===== config.mk =====
export PLATFORM = sky130hd
export DESIGN_NAME = simd_job_arbiter
export DESIGN_NICKNAME = d
export VERILOG_FILES = /design/src/rtl/simd_job_arbiter_pkg.sv /design/src/rtl/simd_job_arbiter_rr_arb2.sv /design/src/rtl/simd_job_arbiter.sv
export SDC_FILE = /design/constraint.sdc
export NUM_CORES = 1
export LEC_CHECK = 0
export CAP_MARGIN = 25
export CORE_MARGIN = 2
export CORE_UTILIZATION = 46
export CTS_CLUSTER_SIZE = 8
export DETAILED_ROUTE_END_ITERATION = 7
export PLACE_DENSITY = 0.77
export SYNTH_ARGS = -nofsm -noshare
export SYNTH_HDL_FRONTEND = slang
export SYNTH_SLANG_ARGS = --single-unit

===== constraint.sdc =====
create_clock -name clk_i -period 2 [get_ports clk_i]
set_input_delay 0.4 -clock clk_i [delete_from_list [all_inputs] [get_ports clk_i]]
set_output_delay 0.4 -clock clk_i [all_outputs]
set_load 0.01 [all_outputs]

===== src/rtl/simd_job_arbiter_pkg.sv =====
// Shared types and constants for the SIMD job arbiter: FSM encoding, default
// field widths and the opcode values core control also decodes.
package simd_job_arbiter_pkg;

    typedef enum logic [1:0] {
        ST_IDLE  = 2'd0,
        ST_ISSUE = 2'd1,
        ST_RUN   = 2'd2,
        ST_RESP  = 2'd3
    } arb_state_e;

    localparam int INSTR_W_DEF = 3;
    localparam int SIZE_W_DEF  = 6;

    localparam logic [INSTR_W_DEF-1:0] OP_NOP = 3'd0;
    localparam logic [INSTR_W_DEF-1:0] OP_ADD = 3'd1;
    localparam logic [INSTR_W_DEF-1:0] OP_SUB = 3'd2;
    localparam logic [INSTR_W_DEF-1:0] OP_MUL = 3'd3;
    localparam logic [INSTR_W_DEF-1:0] OP_MAC = 3'd4;

    // Counter width for a terminal count of n-1; never below one bit.
    function automatic int cnt_width(input int n);
        return (n > 2) ? $clog2(n) : 1;
    endfunction

endpackage


===== src/rtl/simd_job_arbiter_rr_arb2.sv =====
// Two-way round-robin pick: a lone requester wins, a tie goes to the
// requester that did not win last time. Purely combinational.
module rr_arb2 (
    input  logic [1:0] valid_i,
    input  logic       last_grant_i,
    output logic [1:0] grant_o
);

    always_comb begin
        grant_o[0] = valid_i[0] & (~valid_i[1] | last_grant_i);
        grant_o[1] = valid_i[1] & (~valid_i[0] | ~last_grant_i);
    end

endmodule


===== src/rtl/simd_job_arbiter.sv =====
// Shares one SIMD unit between two command ports: arbitrates, issues one job,
// waits for done or timeout, then emits a tagged one-cycle response.
module simd_job_arbiter
    import simd_job_arbiter_pkg::*;
#(
    parameter int TIMEOUT_CYCLES = 255,
    parameter int INSTR_W        = INSTR_W_DEF,
    parameter int SIZE_W         = SIZE_W_DEF
) (
    input  logic               clk_i,
    input  logic               reset_i,
    input  logic               req0_valid_i,
    input  logic [INSTR_W-1:0] req0_instruction_i,
    input  logic [SIZE_W-1:0]  req0_data_size_i,
    output logic               req0_ready_o,
    input  logic               req1_valid_i,
    input  logic [INSTR_W-1:0] req1_instruction_i,
    input  logic [SIZE_W-1:0]  req1_data_size_i,
    output logic               req1_ready_o,
    output logic               simd_valid_instruction_o,
    output logic [INSTR_W-1:0] simd_instruction_o,
    output logic [SIZE_W-1:0]  simd_data_size_o,
    output logic               simd_valid_data_o,
    input  logic               simd_done_i,
    output logic               rsp_valid_o,
    output logic               rsp_id_o,
    output logic               rsp_timeout_o,
    output logic               busy_o,
    output logic [15:0]        job_count_o
);

    localparam int CNT_W = cnt_width(TIMEOUT_CYCLES);
    localparam logic [CNT_W-1:0] CNT_LAST = CNT_W'(TIMEOUT_CYCLES - 1);

    arb_state_e         state_q, state_d;
    logic [INSTR_W-1:0] instr_q, instr_d;
    logic [SIZE_W-1:0]  size_q, size_d;
    logic               id_q, id_d;
    logic               to_q, to_d;
    logic               last_q, last_d;
    logic [CNT_W-1:0]   cnt_q, cnt_d;
    logic [15:0]        job_q, job_d;
    logic [1:0]         grant;

    rr_arb2 u_arb (
        .valid_i      ({req1_valid_i, req0_valid_i}),
        .last_grant_i (last_q),
        .grant_o      (grant)
    );

    always_comb begin
        state_d = state_q;
        instr_d = instr_q;
        size_d  = size_q;
        id_d    = id_q;
        to_d    = to_q;
        last_d  = last_q;
        cnt_d   = cnt_q;
        job_d   = job_q;
        unique case (state_q)
            ST_IDLE: begin
                if (|grant) begin
                    id_d    = grant[1];
                    instr_d = grant[1] ? req1_instruction_i : req0_instruction_i;
                    size_d  = grant[1] ? req1_data_size_i : req0_data_size_i;
                    to_d    = 1'b0;
                    // Empty jobs never touch the SIMD unit.
                    state_d = (size_d == '0) ? ST_RESP : ST_ISSUE;
                end
            end
            ST_ISSUE: begin
                cnt_d   = '0;
                state_d = ST_RUN;
            end
            ST_RUN: begin
                cnt_d = cnt_q + 1'b1;
                if (simd_done_i) begin
                    to_d    = 1'b0;
                    state_d = ST_RESP;
                end else if (cnt_q == CNT_LAST) begin
                    to_d    = 1'b1;
                    state_d = ST_RESP;
                end
            end
            ST_RESP: begin
                last_d  = id_q;
                job_d   = job_q + 16'd1;
                state_d = ST_IDLE;
            end
            default: state_d = ST_IDLE;
        endcase
    end

    always_ff @(posedge clk_i) begin
        if (reset_i) begin
            state_q <= ST_IDLE;
            instr_q <= '0;
            size_q  <= '0;
            id_q    <= 1'b0;
            to_q    <= 1'b0;
            last_q  <= 1'b1;
            cnt_q   <= '0;
            job_q   <= '0;
        end else begin
            state_q <= state_d;
            instr_q <= instr_d;
            size_q  <= size_d;
            id_q    <= id_d;
            to_q    <= to_d;
            last_q  <= last_d;
            cnt_q   <= cnt_d;
            job_q   <= job_d;
        end
    end

    assign req0_ready_o             = (state_q == ST_IDLE) && grant[0];
    assign req1_ready_o             = (state_q == ST_IDLE) && grant[1];
    assign simd_valid_instruction_o = (state_q == ST_ISSUE);
    assign simd_valid_data_o        = (state_q == ST_RUN);
    assign simd_instruction_o       = instr_q;
    assign simd_data_size_o         = size_q;
    assign rsp_valid_o              = (state_q == ST_RESP);
    assign rsp_id_o                 = id_q;
    assign rsp_timeout_o            = to_q;
    assign busy_o                   = (state_q != ST_IDLE);
    assign job_count_o              = job_q;

endmodule


# Word level (Yosys, flattened, before mapping)

Cells that the tools add are included.

Register bits: 38
Bits of input ports: 23
Output and inout bits: 33

Bitwise operators: 7
Add/sub/neg operators: 2
Equality and inequality tests: 6
Multiplexer cells: 12
Reduce and logical (&&, ||, !) cells: 11

Operators with widths:

| operator                | count |
|---|---|
| $add A16 B1 Y16 const B | 1 |
| $pmux W8 S2             | 1 |
| $add A8 B1 Y8 const B   | 1 |
| $eq A8 B8 Y1 const B    | 1 |
| $mux W2                 | 4 |
| $pmux W2 S4             | 1 |
| $logic_not A6 Y1        | 1 |
| $mux W6                 | 1 |
| $reduce_bool A2 Y1      | 3 |
| $eq A2 B2 Y1 const B    | 2 |
| $reduce_and A2 Y1       | 2 |
| $mux W1                 | 3 |
| $mux W3                 | 1 |
| $ne A3 B1 Y1 const B    | 1 |
| $not A1 Y1              | 3 |
| $reduce_and A3 Y1       | 1 |
| $and A1 B1 Y1           | 2 |
| $eq A2 B1 Y1 const B    | 1 |
| $logic_and A1 B1 Y1     | 2 |
| $logic_not A2 Y1        | 1 |
| $ne A2 B2 Y1 const B    | 1 |
| $or A1 B1 Y1            | 2 |
| $pmux W1 S2             | 1 |
| $reduce_or A2 Y1        | 1 |

# Depth between registers and ports, before layout

Gate-level depths: netlist of the first run.

Depth after elaboration: 8
Gate-level depth with buffers: 7
Gate-level depth less buffers: 6

# Cells and area by module

Synthesis of the first run repeated with hierarchy kept, for this count alone.

Cells, all modules: 203
Area total of the unflattened synthesis: 1,795.5 sq um

Modules (own cells, without submodules):

| module           | cells an instance | instances | area each (sq um) |
|---|---|---|---|
| simd_job_arbiter | 200               | 1         | 1,776.7 |
| rr_arb2          | 3                 | 1         | 18.8 |

# Least setup slack after synthesis of the first run

Ideal clock, no wire load.

Path kind: reg2reg
Start: reg state_q[1]
End: reg job_q[15] (netlist: job_count_o[15])
Required time: 1.879 ns
Cell stages (with the launch flop): 7
Period minus slack after synthesis: 1.810 ns
Setup time: 0.121 ns
Arrival time: 1.689 ns
Slack: 0.190 ns
Cell sequence: dfxtp_1 > ha_1 > buf_2 > nand4_1 > nor4_1 > nand3_1 > mux2_2

Cells in the longest elaborated chain, start to end: 1

RTL lines:

| what                   | line                    | source |
|---|---|---|
| start, declared        | simd_job_arbiter.sv:35  | `arb_state_e state_q, state_d;` |
| start signal, assigned | simd_job_arbiter.sv:105 | `state_q <= state_d;` |
| $eq A2 B2 Y1           | --                      |  |
| named net rsp_valid_o  | simd_job_arbiter.sv:25  | `output logic rsp_valid_o,` |
| end signal, assigned   | simd_job_arbiter.sv:112 | `job_q <= job_d;` |
| end, declared          | simd_job_arbiter.sv:42  | `logic [15:0] job_q, job_d;` |

The timed path passes the listed nets, and every way through them passes these cells.
A chain may end at the register's enable or synchronous reset.

# Worst setup path after layout of the first run

Start: reg state_q[0]
End: out simd_valid_data_o

Cells in the longest elaborated chain, start to end: 1

RTL lines:

| what          | line                    | source |
|---|---|---|
| $eq A2 B2 Y1  | simd_job_arbiter.sv:119 | `assign simd_valid_data_o = (state_q == ST_RUN);` |
| end, declared | simd_job_arbiter.sv:23  | `output logic simd_valid_data_o,` |

No other way between the ends.

==> flow_results.xml, run 1 <==
<?xml version="1.0" encoding="UTF-8"?>
<metrics>
  <group name="synthesis">
    <metric name="ys_seq_area_frac" unit="">0.431</metric>
    <metric name="synth_top_cell_by_area" unit="">dfxtp_1</metric>
    <metric name="synth-seq-cells" unit="">38</metric>
    <metric name="yosys.cell_count.top_type" unit="">dfxtp_1</metric>
    <metric name="asyncSetResetFlopFracSynth" unit="">0</metric>
    <metric name="syn_avg_cell_area" unit="µm²">8.65</metric>
    <metric name="synthesis.area" unit="µm²">1770</metric>
    <metric name="synthTopCellsByArea" unit="">dfxtp_1 43%, nor2_1 6.6%, mux2i_1 6.2%, ha_1 5.0%, xor2_1 5.0%</metric>
    <metric name="synth_cell_types" unit="">28</metric>
    <metric name="ys_warn_count" unit="">0</metric>
    <metric name="syn-num-nets" unit="">234</metric>
    <metric name="fraction_of_post_synthesis_cell_area_in_the_top_cell_type_by_area" unit="">0.431</metric>
    <metric name="post_synth_inst_count" unit="">204</metric>
    <metric name="ys.flop_type" unit="">dfxtp_1</metric>
    <metric name="synth_enable_flop_cells" unit="">0</metric>
    <metric name="netlist_top_cells_count" unit="">38 x dfxtp_1, 31 x nor2_1, 14 x nand2_1</metric>
  </group>
  <group name="routing">
    <metric name="number_of_vias_per_cell" unit="">5.28</metric>
    <metric name="sum_of_routed_wire_length_over_all_layers" unit="mm">4.02</metric>
    <metric name="drtAntennaViolNets" unit="">0</metric>
    <metric name="detail_routed_net_length_per_standard_cell" unit="µm">12.6</metric>
    <metric name="drt_first_pass_iters" unit="">4</metric>
    <metric name="drt_iter0_markers" unit="">118</metric>
    <metric name="route.vias.total" unit="">1680</metric>
    <metric name="remaining_design_rule_violation_count" unit="">0</metric>
  </group>
  <group name="grt">
    <metric name="number_of_antenna_violations_at_the_first_check_in_global_routing" unit="">0</metric>
    <metric name="wire_length_of_the_first_global_routing_pass" unit="mm">6.71</metric>
    <metric name="grt_pass1_vias" unit="">1591</metric>
    <metric name="groute.usage.overall" unit="">0.199</metric>
    <metric name="globalRouteOverflowTotal" unit="">0</metric>
    <metric name="grt_max_degree" unit="">19</metric>
  </group>
  <group name="floorplanning">
    <metric name="die_x" unit="µm">66.0</metric>
    <metric name="die_h" unit="µm">66.0</metric>
    <metric name="num_io_pins" unit="">56</metric>
    <metric name="placeableCoreArea" unit="µm²">3690</metric>
    <metric name="initial_utilization" unit="">0.479</metric>
    <metric name="dieArea" unit="µm²">4350</metric>
    <metric name="row_count" unit="">22</metric>
  </group>
  <group name="critical_path">
    <metric name="setup.worst_path.start" unit="">state_q[0]</metric>
    <metric name="type_of_the_worst_setup_path" unit="">reg2out</metric>
    <metric name="critical-path-slowest-cell" unit="">clkdlybuf4s50_1</metric>
    <metric name="arrival" unit="ns">1.51</metric>
    <metric name="cp_cell_sequence" unit="">inv_2 -&gt; ha_4 -&gt; clkdlybuf4s50_1</metric>
    <metric name="worst_setup_path_end_kind" unit="">primary output</metric>
    <metric name="crit_fanout" unit="">6</metric>
    <metric name="cp_data_required_time" unit="ns">1.60</metric>
    <metric name="worst_path_buffer_plus_inverter_count" unit="">2</metric>
    <metric name="timing.rr.start" unit="">state_q[1]</metric>
    <metric name="cpPeakStageDelay" unit="ns">0.55</metric>
    <metric name="worstSetupStartpointType" unit="">register</metric>
    <metric name="critPathTopFamily" unit="">buffers and inverters</metric>
  </group>
  <group name="cts">
    <metric name="clock-root-buffer" unit="">clkbuf_8</metric>
    <metric name="cts_tree" unit="">yes</metric>
    <metric name="cts_htree_levels" unit="">2</metric>
    <metric name="path_clk_slew" unit="ns">0.07</metric>
    <metric name="cts.path.max_buffers" unit="">2</metric>
    <metric name="cts.hold.buffers_added" unit="">0</metric>
    <metric name="cts.sink_count" unit="">38</metric>
    <metric name="cts_made_buffers" unit="">5</metric>
    <metric name="worst_skew_pair.late_latency" unit="ns">0.29</metric>
  </group>
  <group name="final_layout">
    <metric name="n_antenna_cell" unit="">0</metric>
    <metric name="filler_cell_count" unit="">320</metric>
    <metric name="finish.utilization" unit="">0.700</metric>
    <metric name="syn2layout_area_growth" unit="%">46.2</metric>
    <metric name="final_cell_area" unit="µm²">2580</metric>
    <metric name="finish.net_count" unit="">300</metric>
    <metric name="final_cell_count_no_fill" unit="">318</metric>
    <metric name="drive_above_1_share" unit="">0.0926</metric>
  </group>
  <group name="place">
    <metric name="estimated_wirelength_of_the_detail_placed_design" unit="mm">2.99</metric>
    <metric name="place_ws" unit="ns">-0.249</metric>
    <metric name="placed_cell_count" unit="">311</metric>
    <metric name="global_placer_s_final_weighted_congestion" unit="">0.834</metric>
    <metric name="detailed_place.area" unit="µm²">2430</metric>
    <metric name="io_buffers" unit="">55</metric>
  </group>
  <group name="job">
    <metric name="max_cap_violations" unit="">0</metric>
  </group>
  <group name="sta">
    <metric name="totalNegativeSetupSlack" unit="ns">0</metric>
    <metric name="slew-limit-headroom" unit="">0.675</metric>
    <metric name="slew_violations" unit="">0</metric>
    <metric name="setup_viol_count_final" unit="">0</metric>
    <metric name="fin_crit_sh" unit="">0.953</metric>
    <metric name="transition_time_at_the_pin_with_the_least_slew_margin" unit="ns">0.483</metric>
    <metric name="finalHoldWorstSlack" unit="ns">0.494</metric>
    <metric name="finalHoldViolCount" unit="">0</metric>
    <metric name="final.setup.worst_slack" unit="ns">0.0946</metric>
    <metric name="maximum_clock_frequency" unit="MHz">525</metric>
    <metric name="layout_min_cycle_time" unit="ns">1.91</metric>
    <metric name="clock_skew" unit="ns">0.00652</metric>
  </group>
  <group name="pwr">
    <metric name="power.density" unit="nW/µm²">1010</metric>
    <metric name="post-layout-total-power" unit="mW">2.60</metric>
    <metric name="irDropWorstVdd" unit="µV">682</metric>
    <metric name="p_leak" unit="nW">0.986</metric>
  </group>
  <group name="worst_hold_path">
    <metric name="hold_path_class" unit="">reg2reg</metric>
    <metric name="hold_path_startpoint" unit="">cnt_q[7]</metric>
  </group>
  <group name="outcome">
    <metric name="run_status" unit="">complete, no violations</metric>
  </group>
</metrics>
[worst reg2reg max path, stage by stage, from the launching register on]
cell	delay, ns
dfxtp_1	0.42
ha_2	0.25
and3_1	0.29
nand4_1	0.13
or4_1	0.40
a21oi_1	0.15
[final timing paths]
check	slack [ns]	to	cells after the start
worst max-delay path	0.09	simd_valid_data_o	3
worst min-delay path	0.49	cnt_q[7]	2
worst min register to register	0.49	cnt_q[7]	2
worst max register to register	0.29	job_count_o[14]	5
[registers in the layout, indices dropped and copies added (netlist names)]
| name | cells |
|---|---|
| state_q | 2 |
| cnt_q | 8 |
| rsp_id_o | 1 |
| rsp_timeout_o | 1 |
| simd_data_size_o | 6 |
| last_q | 1 |
| simd_instruction_o | 3 |
| job_count_o | 16 |
[per-layer routing]
metal / part of all wire / track usage / routed length, µm / vias to the layer above
met5: 0 / 0 / 0 / -
met4: 0.020 / 0.0816 / 82 / 0
met3: 0.071 / 0.0681 / 286 / 9
met2: 0.47 / 0.331 / 1870 / 55
met1: 0.44 / 0.234 / 1780 / 765
li1: - / - / - / 851
[cell type report]
cell class,instances,area [µm²],share of cell area
multi-input combinational,150,973,0.377
timing repair buffer,67,644,0.250
sequential,38,761,0.295
clock inverter,1,30.0,0.0116
tap,48,60.1,0.0233
inverter,8,30.0,0.0116
clock buffer,6,82.6,0.0320
[repair_timing]
action	CTS	global route
endpoints found under the setup margin	3	3
pin swaps	0	3
gates resized for setup	6	7
setup buffers	0	0
gates cloned	0	0
[placed cells by master, fill, tap and decap left out, drive strengths merged]
master and instances:
clkdlybuf4s50 49, dfxtp 38, nor2 31, nand2 14, buf 12, a21oi 11
mux2i 11, a211oi 11, nand4 10, xor2 10, o21ai 8, inv 8
ha 7, nand3 6, clkbuf 6, or3 5, and3 4, xnor2 4
or4 3, nand2b 3, nor3 3, dlymetal6s2s 3, dlygate4sd2 3, nor4 2
a21boi 1, o31ai 1, a311o 1, o211ai 1, nor2b 1, mux2 1
nand3b 1, bufinv 1
[where the power goes]
group | internal [mW] | total [mW] | switching, mW
Clock | 0.399 | 0.660 | 0.261
Combinational | 0.503 | 0.985 | 0.482
Sequential | 0.868 | 0.951 | 0.0830
[cells by family (layout without fill, tap and decap cells)]
logic type                 count (synthesis)  count (layout)  synth area share
and+or+nand+nor                           83              83             0.227
AOI/OAI and AO/OA                         34              34             0.119
DFF                                       38              38             0.431
buffers and inverters                     16              82            0.0354
xor gates and xnor gates                  14              14            0.0694
muxes                                     12              12            0.0687
adders and majority gates                  7               7            0.0496
No activity file was read; power rests on OpenSTA's default activity.
==> inputs of run 2 (changes only) <==
--- a/config.mk
+++ b/config.mk
@@ -10,6 +10,7 @@
 export CORE_UTILIZATION = 46
 export CTS_CLUSTER_SIZE = 8
 export DETAILED_ROUTE_END_ITERATION = 7
+export GPL_TIMING_DRIVEN = 0
 export PLACE_DENSITY = 0.77
 export SYNTH_ARGS = -nofsm -noshare
 export SYNTH_HDL_FRONTEND = slang
==> flow_results.xml, run 2 (same netlist as run 1, synthesis figures left out) <==
<?xml version="1.0" encoding="UTF-8"?>
<metrics>
  <group name="floorplanning">
    <metric name="die_x" unit="µm">66.0</metric>
    <metric name="initial_utilization" unit="">0.479</metric>
    <metric name="die_h" unit="µm">66.0</metric>
    <metric name="num_io_pins" unit="">56</metric>
    <metric name="row_count" unit="">22</metric>
    <metric name="placeableCoreArea" unit="µm²">3690</metric>
    <metric name="dieArea" unit="µm²">4350</metric>
  </group>
  <group name="outcome">
    <metric name="run_status" unit="">complete, no violations</metric>
  </group>
  <group name="pwr">
    <metric name="irDropWorstVdd" unit="µV">727</metric>
    <metric name="post-layout-total-power" unit="mW">2.40</metric>
    <metric name="power.density" unit="nW/µm²">947</metric>
    <metric name="p_leak" unit="nW">0.965</metric>
  </group>
  <group name="place">
    <metric name="place_ws" unit="ns">-0.708</metric>
    <metric name="global_placer_s_final_weighted_congestion" unit="">0.804</metric>
    <metric name="estimated_wirelength_of_the_detail_placed_design" unit="mm">2.95</metric>
    <metric name="io_buffers" unit="">55</metric>
  </group>
  <group name="cts">
    <metric name="cts.path.max_buffers" unit="">2</metric>
    <metric name="cts_tree" unit="">yes</metric>
    <metric name="worst_skew_pair.late_latency" unit="ns">0.28</metric>
    <metric name="cts_htree_levels" unit="">2</metric>
    <metric name="cts.sink_count" unit="">38</metric>
    <metric name="cts_made_buffers" unit="">5</metric>
    <metric name="clock-root-buffer" unit="">clkbuf_8</metric>
    <metric name="path_clk_slew" unit="ns">0.07</metric>
  </group>
  <group name="grt">
    <metric name="wire_length_of_the_first_global_routing_pass" unit="mm">6.80</metric>
    <metric name="grt_pass1_vias" unit="">1542</metric>
    <metric name="number_of_antenna_violations_at_the_first_check_in_global_routing" unit="">0</metric>
    <metric name="globalRouteOverflowTotal" unit="">0</metric>
    <metric name="groute.usage.overall" unit="">0.203</metric>
    <metric name="grt_max_degree" unit="">12</metric>
  </group>
  <group name="routing">
    <metric name="route.vias.total" unit="">1652</metric>
    <metric name="sum_of_routed_wire_length_over_all_layers" unit="mm">4.03</metric>
    <metric name="drt_iter0_markers" unit="">95</metric>
    <metric name="drt_first_pass_iters" unit="">4</metric>
    <metric name="number_of_vias_per_cell" unit="">5.21</metric>
    <metric name="remaining_design_rule_violation_count" unit="">0</metric>
    <metric name="drtAntennaViolNets" unit="">0</metric>
    <metric name="detail_routed_net_length_per_standard_cell" unit="µm">12.7</metric>
  </group>
  <group name="final_layout">
    <metric name="n_antenna_cell" unit="">0</metric>
    <metric name="finish.net_count" unit="">298</metric>
    <metric name="filler_cell_count" unit="">317</metric>
    <metric name="layout.cells.most_common" unit="">clkdlybuf4s50_1</metric>
    <metric name="finish.utilization" unit="">0.688</metric>
    <metric name="syn2layout_area_growth" unit="%">43.7</metric>
    <metric name="multiInputGateArea" unit="µm²">980</metric>
    <metric name="drive_above_1_share" unit="">0.0818</metric>
    <metric name="commonest_non_fill_non_tap_cells_in_the_layout" unit="">49 x clkdlybuf4s50_1, 37 x dfxtp_1, 30 x nor2_1</metric>
    <metric name="largest_register_ffs" unit="">16</metric>
    <metric name="regArea" unit="µm²">762</metric>
  </group>
  <group name="job">
    <metric name="max_cap_violations" unit="">0</metric>
  </group>
  <group name="sta">
    <metric name="layout_min_cycle_time" unit="ns">1.95</metric>
    <metric name="grt_setup_unrepaired" unit="">yes</metric>
    <metric name="slew_violations" unit="">0</metric>
    <metric name="clock_skew" unit="ns">0.00305</metric>
    <metric name="transition_time_at_the_pin_with_the_least_slew_margin" unit="ns">0.475</metric>
    <metric name="final.setup.worst_slack" unit="ns">0.0455</metric>
    <metric name="maximum_clock_frequency" unit="MHz">512</metric>
    <metric name="slew-limit-headroom" unit="">0.683</metric>
    <metric name="finalHoldWorstSlack" unit="ns">0.486</metric>
    <metric name="setup_viol_count_final" unit="">0</metric>
    <metric name="totalNegativeSetupSlack" unit="ns">0</metric>
    <metric name="finalHoldViolCount" unit="">0</metric>
    <metric name="fin_crit_sh" unit="">0.977</metric>
  </group>
  <group name="critical_path">
    <metric name="cp_data_required_time" unit="ns">2.22</metric>
    <metric name="type_of_the_worst_setup_path" unit="">in2reg</metric>
    <metric name="timing.reg2reg.worst_path_depth" unit="">6</metric>
    <metric name="setup.worst_path.start" unit="">req0_data_size_i[1]</metric>
    <metric name="timing.rr.end" unit="">job_count_o[14]</metric>
    <metric name="timing.rr.start" unit="">state_q[0]</metric>
    <metric name="critPathCapture" unit="">state_q[1]</metric>
    <metric name="r2r_setup_slk" unit="ns">0.19</metric>
    <metric name="critical-path-slowest-cell" unit="">or4_1</metric>
    <metric name="cpPeakStageDelay" unit="ns">0.50</metric>
    <metric name="arrival" unit="ns">2.17</metric>
    <metric name="worstSetupStartpointType" unit="">input pin</metric>
    <metric name="worst_setup_path_end_kind" unit="">register</metric>
    <metric name="cp_cell_sequence" unit="">clkdlybuf4s50_1 -&gt; or4_1 -&gt; or4_4 -&gt; a311o_1 -&gt; mux2i_1</metric>
    <metric name="crit_fanout" unit="">2</metric>
  </group>
  <group name="worst_hold_path">
    <metric name="hold_path_class" unit="">reg2reg</metric>
  </group>
</metrics>
==> run 2: layer usage <==
layer,part of all wire,vias up,track usage,wire [µm]
met5,0,-,0,0
met4,0.018,0,0.0765,72
met3,0.059,7,0.0664,238
met2,0.46,45,0.322,1850
met1,0.46,753,0.255,1870
li1,-,847,-,-
==> run 2: final cells by class <==
class                      instances  share of cell area
inverter                           8              0.0118
multi-input combinational        150               0.386
buffer                             6              0.0143
clock buffer                       7              0.0340
clock inverter                     1             0.00197
tap                               48              0.0237
sequential                        38               0.300
timing repair buffer              59               0.227
==> run 2: how the worst min path moves through the flow <==
stage / from / to / slack, ns / cells past startpoint
floorplan: cnt_q[7] / cnt_q[7] / 0.46 / 2
global placement: cnt_q[7] / cnt_q[7] / 0.47 / 2
detailed placement: rsp_id_o / rsp_id_o / 0.48 / 2
CTS: state_q[1] / state_q[1] / 0.49 / 2
global route: rsp_id_o / rsp_id_o / 0.51 / 2
finish: state_q[1] / state_q[1] / 0.49 / 2
==> run 2: stage by stage <==
stage	std cells	area (µm²)
floorplan	204	1770
global placement	307	2380
detailed placement	307	2380
CTS	316	2500
global route	317	2540
finish	317	2540
==> run 2: worst max-delay path: cells and delay by family <==
kind,cells,cell delay (ns)
AND/OR/NAND/NOR,2,0.93
multiplexers,1,0.11
AO/OA/AOI/OAI,1,0.32
buffers and inverters,1,0.41
==> run 2: what timing repair did <==
item,CTS,global route
endpoints found under the setup margin,8,11
hold endpoints to repair,0,0
hold buffers,0,0
buffers inserted,1,3
pin swaps,0,1
gates resized for setup,15,7
==> run 2: report_power, final <==
| group | switching, mW | total (mW) | internal [mW] | leakage (nW) |
|---|---|---|---|---|
| clock | 0.261 | 0.539 | 0.278 | 0.0482 |
| combinational | 0.473 | 0.917 | 0.445 | 0.607 |
| sequential | 0.0740 | 0.944 | 0.870 | 0.309 |
| total | 0.808 | 2.40 | 1.59 | 0.965 |
